**src/rtl/rank_classifier.sv**
```systemverilog
// ============================================================================
//  Module      : rank_classifier
//  Description : Sequential minimum search over NUM_RANKS XOR mismatch scores.
//                Captures all scores on a strobe, scans one per cycle, and
//                reports the winning rank, its score, a reject flag and,
//                optionally, the margin to the second-best score.
//  Options     : define RANK_CLASSIFIER_MARGIN_EN to build the second-best
//                tracker and a live margin output (otherwise margin is 0).
//  Revision    : 1.0 - initial release
// ============================================================================
`default_nettype none

module rank_classifier #(
    parameter int NUM_RANKS     = 13,
    parameter int SCORE_W       = 11,
    parameter int REJECT_THRESH = 400
) (
    input  logic                         clk,
    input  logic                         rst_n,
    input  logic [NUM_RANKS*SCORE_W-1:0] scores,
    input  logic                         scores_valid,
    output logic                         busy,
    output logic                         rank_valid,
    output logic [3:0]                   rank_id,
    output logic [SCORE_W-1:0]           best_score,
    output logic                         rank_none,
    output logic [SCORE_W-1:0]           margin,
    output logic                         dropped
);

    typedef enum logic [1:0] {
        IDLE = 2'd0,
        SCAN = 2'd1,
        DONE = 2'd2
    } state_t;

    localparam logic [3:0]         LAST_IDX = 4'(NUM_RANKS - 1);
    localparam logic [SCORE_W-1:0] THRESH   = SCORE_W'(REJECT_THRESH);

    state_t               state_q;
    logic [3:0]           idx_q;
    logic [SCORE_W-1:0]   scores_q [NUM_RANKS];
    logic [SCORE_W-1:0]   min_q,  min_d;
    logic [3:0]           min_idx_q, min_idx_d;
    logic                 busy_q;
    logic                 rank_valid_q;
    logic [3:0]           rank_id_q;
    logic [SCORE_W-1:0]   best_q;
    logic                 none_q;
    logic                 dropped_q;
    logic [SCORE_W-1:0]   cur_score;
    logic                 accept;

    // A strobe is only honoured when idle; reset wins over a same-cycle strobe.
    assign accept    = rst_n && (state_q == IDLE) && scores_valid;
    assign cur_score = scores_q[idx_q];

    // Snapshot of the score vector, frozen for the whole scan.
    always_ff @(posedge clk) begin
        if (accept) begin
            for (int i = 0; i < NUM_RANKS; i++) begin
                scores_q[i] <= scores[i*SCORE_W +: SCORE_W];
            end
        end
    end

    // Running-minimum update for the score selected by idx; ties keep the lower index.
    always_comb begin
        min_d     = min_q;
        min_idx_d = min_idx_q;
        if (idx_q == 4'd0) begin
            min_d     = cur_score;
            min_idx_d = 4'd0;
        end else if (cur_score < min_q) begin
            min_d     = cur_score;
            min_idx_d = idx_q;
        end
    end

`ifdef RANK_CLASSIFIER_MARGIN_EN
    logic [SCORE_W-1:0] sec_q, sec_d;
    logic [SCORE_W-1:0] margin_q;

    // Second-best tracker: a new minimum demotes the old one, else keep the smaller.
    always_comb begin
        sec_d = sec_q;
        if (idx_q == 4'd0) begin
            sec_d = '1;
        end else if (cur_score < min_q) begin
            sec_d = min_q;
        end else if (cur_score < sec_q) begin
            sec_d = cur_score;
        end
    end

    // Second-best and margin registers; margin loads only on entry to DONE.
    always_ff @(posedge clk) begin
        if (!rst_n) begin
            sec_q    <= '0;
            margin_q <= '0;
        end else if (state_q == SCAN) begin
            sec_q <= sec_d;
            if (idx_q == LAST_IDX) begin
                margin_q <= sec_d - min_d;
            end
        end
    end

    assign margin = margin_q;
`else
    assign margin = '0;
`endif

    // Control FSM with registered result outputs and sticky drop flag.
    always_ff @(posedge clk) begin
        if (!rst_n) begin
            state_q      <= IDLE;
            idx_q        <= 4'd0;
            busy_q       <= 1'b0;
            rank_valid_q <= 1'b0;
            rank_id_q    <= 4'd0;
            best_q       <= '0;
            none_q       <= 1'b1;
            dropped_q    <= 1'b0;
            min_q        <= '0;
            min_idx_q    <= 4'd0;
        end else begin
            rank_valid_q <= 1'b0;
            case (state_q)
                IDLE: begin
                    if (scores_valid) begin
                        state_q <= SCAN;
                        idx_q   <= 4'd0;
                        busy_q  <= 1'b1;
                    end
                end
                SCAN: begin
                    if (scores_valid) begin
                        dropped_q <= 1'b1;
                    end
                    min_q     <= min_d;
                    min_idx_q <= min_idx_d;
                    idx_q     <= idx_q + 4'd1;
                    if (idx_q == LAST_IDX) begin
                        state_q      <= DONE;
                        rank_valid_q <= 1'b1;
                        rank_id_q    <= min_idx_d;
                        best_q       <= min_d;
                        none_q       <= (min_d > THRESH);
                    end
                end
                DONE: begin
                    if (scores_valid) begin
                        dropped_q <= 1'b1;
                    end
                    state_q <= IDLE;
                    idx_q   <= 4'd0;
                    busy_q  <= 1'b0;
                end
                default: begin
                    state_q <= IDLE;
                    idx_q   <= 4'd0;
                    busy_q  <= 1'b0;
                end
            endcase
        end
    end

    assign busy       = busy_q;
    assign rank_valid = rank_valid_q;
    assign rank_id    = rank_id_q;
    assign best_score = best_q;
    assign rank_none  = none_q;
    assign dropped    = dropped_q;

endmodule

`default_nettype wire

```
**config.mk**
```make
export PLATFORM = sky130hd
export DESIGN_NAME = rank_classifier
export DESIGN_NICKNAME = d
export VERILOG_FILES = /design/src/rtl/rank_classifier.sv
export SDC_FILE = /design/constraint.sdc
export NUM_CORES = 1
export LEC_CHECK = 0
export ABC_AREA = 1
export CORE_MARGIN = 5
export CORE_UTILIZATION = 50
export CTS_BUF_LIST = sky130_fd_sc_hd__clkbuf_2 sky130_fd_sc_hd__clkbuf_4 sky130_fd_sc_hd__clkbuf_8
export CTS_CLUSTER_DIAMETER = 200
export DETAILED_ROUTE_END_ITERATION = 7
export PLACE_DENSITY = 0.8
export SYNTH_ARGS = -nofsm -noshare
export SYNTH_HDL_FRONTEND = slang
export SYNTH_SLANG_ARGS = --single-unit
```
**constraint.sdc**
```tcl
create_clock -name clk -period 5.8 [get_ports clk]
set_input_delay 1.16 -clock clk [delete_from_list [all_inputs] [get_ports clk]]
set_output_delay 1.16 -clock clk [all_outputs]
set_load 0.01 [all_outputs]
```
==> run summary <==
TritonCTS Buffers -> 17
Core occupancy in the finished layout -> 0.649
Max-slew headroom -> 0.303
Total global routing overflow -> 0
Worst Tran Pin Value -> 1.04 ns
Via count of the first global-routing pass -> 5614
Maximum buffer depth of the clock tree -> 2
Die Area -> 18100 sq um
Netlist area before placement -> 7740 sq um
Placement Cell Area -> 9460 sq um
Setup repair bufs after CTS -> 0
Max-slew violation total from the final report -> 0
Number of nets with antenna violations after routing -> 0
Power density relative to cell area -> 302 nW/um^2
Master cell of the clock root buffer -> clkbuf_8
Number of antenna violations at the first check in global routing -> 0
Total number of yosys warnings -> 0
Required time at the endpoint of the critical path -> 6.17 ns
Sequential area share after synthesis -> 0.669
Port Buffer Count -> 164
Peak supply drop -> 0.192 mV
Syn_area_per_cell -> 11.1 sq um
Power dissipated by switching net loads -> 0.000844 W
Total global-route track usage -> 0.207
Internal Dissipation -> 0.00214 W
Worst reg-to-reg setup slack -> 1.58 ns
Length in cells of the worst reg-to-reg path -> 19
Drc violations -> 0
Sequential fraction of design power -> 0.522
Final routed wire length divided by cell count -> 17.6 microns
Kind of critical path -> reg2reg
Antenna cells -> 0
Most frequent cells in the layout -> 164 x clkdlybuf4s50_1, 143 x edfxtp_1, 93 x nor2_1, 93 x o21ai_0, 73 x nand2_1
Post-route standard cell area excluding fillers -> 9870 sq um
Die X-Extent -> 134 microns
Async SR Flop Fraction -> 0
Final Net Count -> 1012
Most common cell after layout, fill and taps aside -> clkdlybuf4s50_1
Crit-path max FO -> 67
Switching share of total power -> 0.283
Placed wire-length estimate -> 12800 microns
Period Utilization, post-route -> 0.728
Worst r2r dst -> rank_none
Met1 track utilization from global routing -> 0.267
WHS -> 0.483 ns
Main flop type after synthesis -> edfxtp_1
Final setup viols -> 0
Met2 Resource Use GR -> 0.334
Cells on Worst Hold Path -> 2
Placement row count -> 45
Maximum number of pins on one net before global-route repair -> 74
Total wire length after detailed routing -> 18500 microns
Most Crowded Layer GR -> met2
Register bit count reported by yosys -> 187
Mean number of vias per cell -> 5.49
Wire length of the first global-routing pass -> 28900 microns
Fraction of power consumed by the clock network -> 0.294
Clock tree from TritonCTS -> built
Met3 track utilization from global routing -> 0.0653
Number of library cell types mapped by synthesis -> 28
Total negative slack -> 0 ns
Growth of design area from synthesis to finish -> 27.5%
Placeable core region -> 15200 sq um
Number of levels the H-tree was split into -> 4
Hold Crit Endpoint -> busy
Die Ht -> 134 microns
Number of fill cells -> 1145
Hold Path Class -> reg2reg
Fmax achieved -> 237 MHz
Initial core utilization -> 0.509
Number of instances in the synthesized netlist -> 699
TritonCTS Sinks -> 187
Worst EP arrival -> 4.59 ns
Startpoint of the most critical hold path -> busy
Static leakage power -> 3.71 nW
Startpoint class of the critical path -> flip-flop
Fin. Hold Viols -> 0
Register clock-pin slew on the reported worst setup and hold paths -> 0.10 ns
Post-CTS Resized -> 0
First-pass iteration count of the detailed router -> 5
Fraction of final layout cells with drive strength greater than 1 -> 0.0555
Final RePlAce weighted congestion -> 0.848
Number of synthesized flops with an enable pin -> 143
Min Tclk post-route -> 4.22 ns
Total via count after detailed routing -> 5786
Max-cap violations -> 0
Category of the worst setup path capture point -> flip-flop
Combinational cell fraction of total power -> 0.184
Run status -> finished clean
Ports placed on the boundary -> 176
Skew-Pair Late Insertion Delay -> 0.47 ns
Number of buffers inserted by hold repair at cts -> 0
Clock tree skew after final layout -> 0.0121 ns
Setup repair after global routing missed its margin -> false
Number of DRC markers in iteration 0 -> 517
cell type report:
cell class	count	area [sq um]	share of cell area
well taps	188	235	0.0238
flip-flops and latches	187	5180	0.525
clock buffers	17	234	0.0237
inverters	66	248	0.0251
repair buffers	170	1690	0.171
clock inverters	15	170	0.0172
multi-input cells	410	2120	0.215
worst max path at each step:
stage	startpoint	slack, ns	endpoint
2_1_floorplan	rst_n	0.54	scores_q[0][0]
3_3_place_gp	flip-flop	1.80	rank_none
3_5_place_dp	flip-flop	1.61	rank_none
4_1_cts	flip-flop	1.59	rank_none
5_1_grt	flip-flop	1.14	rank_none
6_report	flip-flop	1.58	rank_none
per-stage QoR:
step	power, W	cells	setup slack [ns]
2_1_floorplan	0.00193	709	0.544
3_3_place_gp	0.00211	1021	1.80
3_5_place_dp	0.00213	1021	1.61
4_1_cts	0.00299	1053	1.59
5_1_grt	0.00312	1053	1.14
6_report	0.00298	1053	1.58
worst max-delay path, stage by stage (launching register included):
cell and delay, ns:
dfxtp_2 0.32, buf_4 0.31, inv_2 0.85, o21ai_0 0.21, o22ai_1 0.19, o21ai_0 0.10, o22ai_1 0.37, ha_1 0.33
a21oi_1 0.15, o21ai_0 0.10, a21oi_1 0.24, nand2_4 0.13, nand2_4 0.18, nand2_1 0.07, o21ai_1 0.13, nand2_1 0.07
nor2_1 0.12, nand3_1 0.08, nand2_1 0.07, nand2_1 0.04
Yosys cell counts (2+ instances only):
library cell	instances	share of area
edfxtp_1	143	0.55
nor2_1	93	0.045
o21ai_0	93	0.060
nand2_1	73	0.035
inv_1	62	0.030
dfxtp_1	44	0.11
clkbuf_1	31	0.015
a21oi_1	27	0.017
nand3_1	23	0.015
o211ai_1	23	0.022
o221ai_1	17	0.019
ha_1	14	0.023
o22ai_1	14	0.011
buf_4	12	0.012
o21ai_1	5	0.0032
nor3_1	4	0.0026
buf_6	3	0.0044
inv_2	3	0.0015
o21ai_2	3	0.0034
nand2_2	2	0.0016
nand2_4	2	0.0029
nand4_1	2	0.0016
sequential cells by signal, summed over array words and instances (netlist names), named ones only:
register and cells:
scores_q 143, best_score 11, min_q 11, idx_q 4
min_idx_q 4, rank_id 4, state_q 2, busy 1
dropped 1, rank_none 1, rank_valid 1
metal layers:
| layer | vias up | part of all wire | routed length [microns] |
|---|---|---|---|
| li1 | 2750 | - | - |
| met1 | 2760 | 0.41 | 7670 |
| met2 | 250 | 0.48 | 8910 |
| met3 | 26 | 0.085 | 1570 |
| met4 | 0 | 0.020 | 365 |
| met5 | - | 0 | 0 |
kinds of logic after synthesis:
kind of cell    count (synthesis)  share of synthesized area
other cells                     1                   0.000485
compound gates                183                      0.138
simple gates                  201                      0.106
xor+xnor                        1                    0.00113
flops                         187                      0.669
fa+ha+maj                      14                     0.0226
buf+inv                       112                     0.0631
power groups by stage:
| stage | combinational, W | clock, W | sequential (W) |
|---|---|---|---|
| final | 0.000548 | 0.000877 | 0.00156 |
| after global routing | 0.000611 | 0.000941 | 0.00156 |
| after CTS | 0.000545 | 0.000892 | 0.00156 |
| after detailed placement | 0.000541 | 0 | 0.00159 |
| after global placement | 0.000522 | 0 | 0.00159 |
| after floorplan | 0.000342 | 0 | 0.00159 |
(Power assumes the default switching activity.)
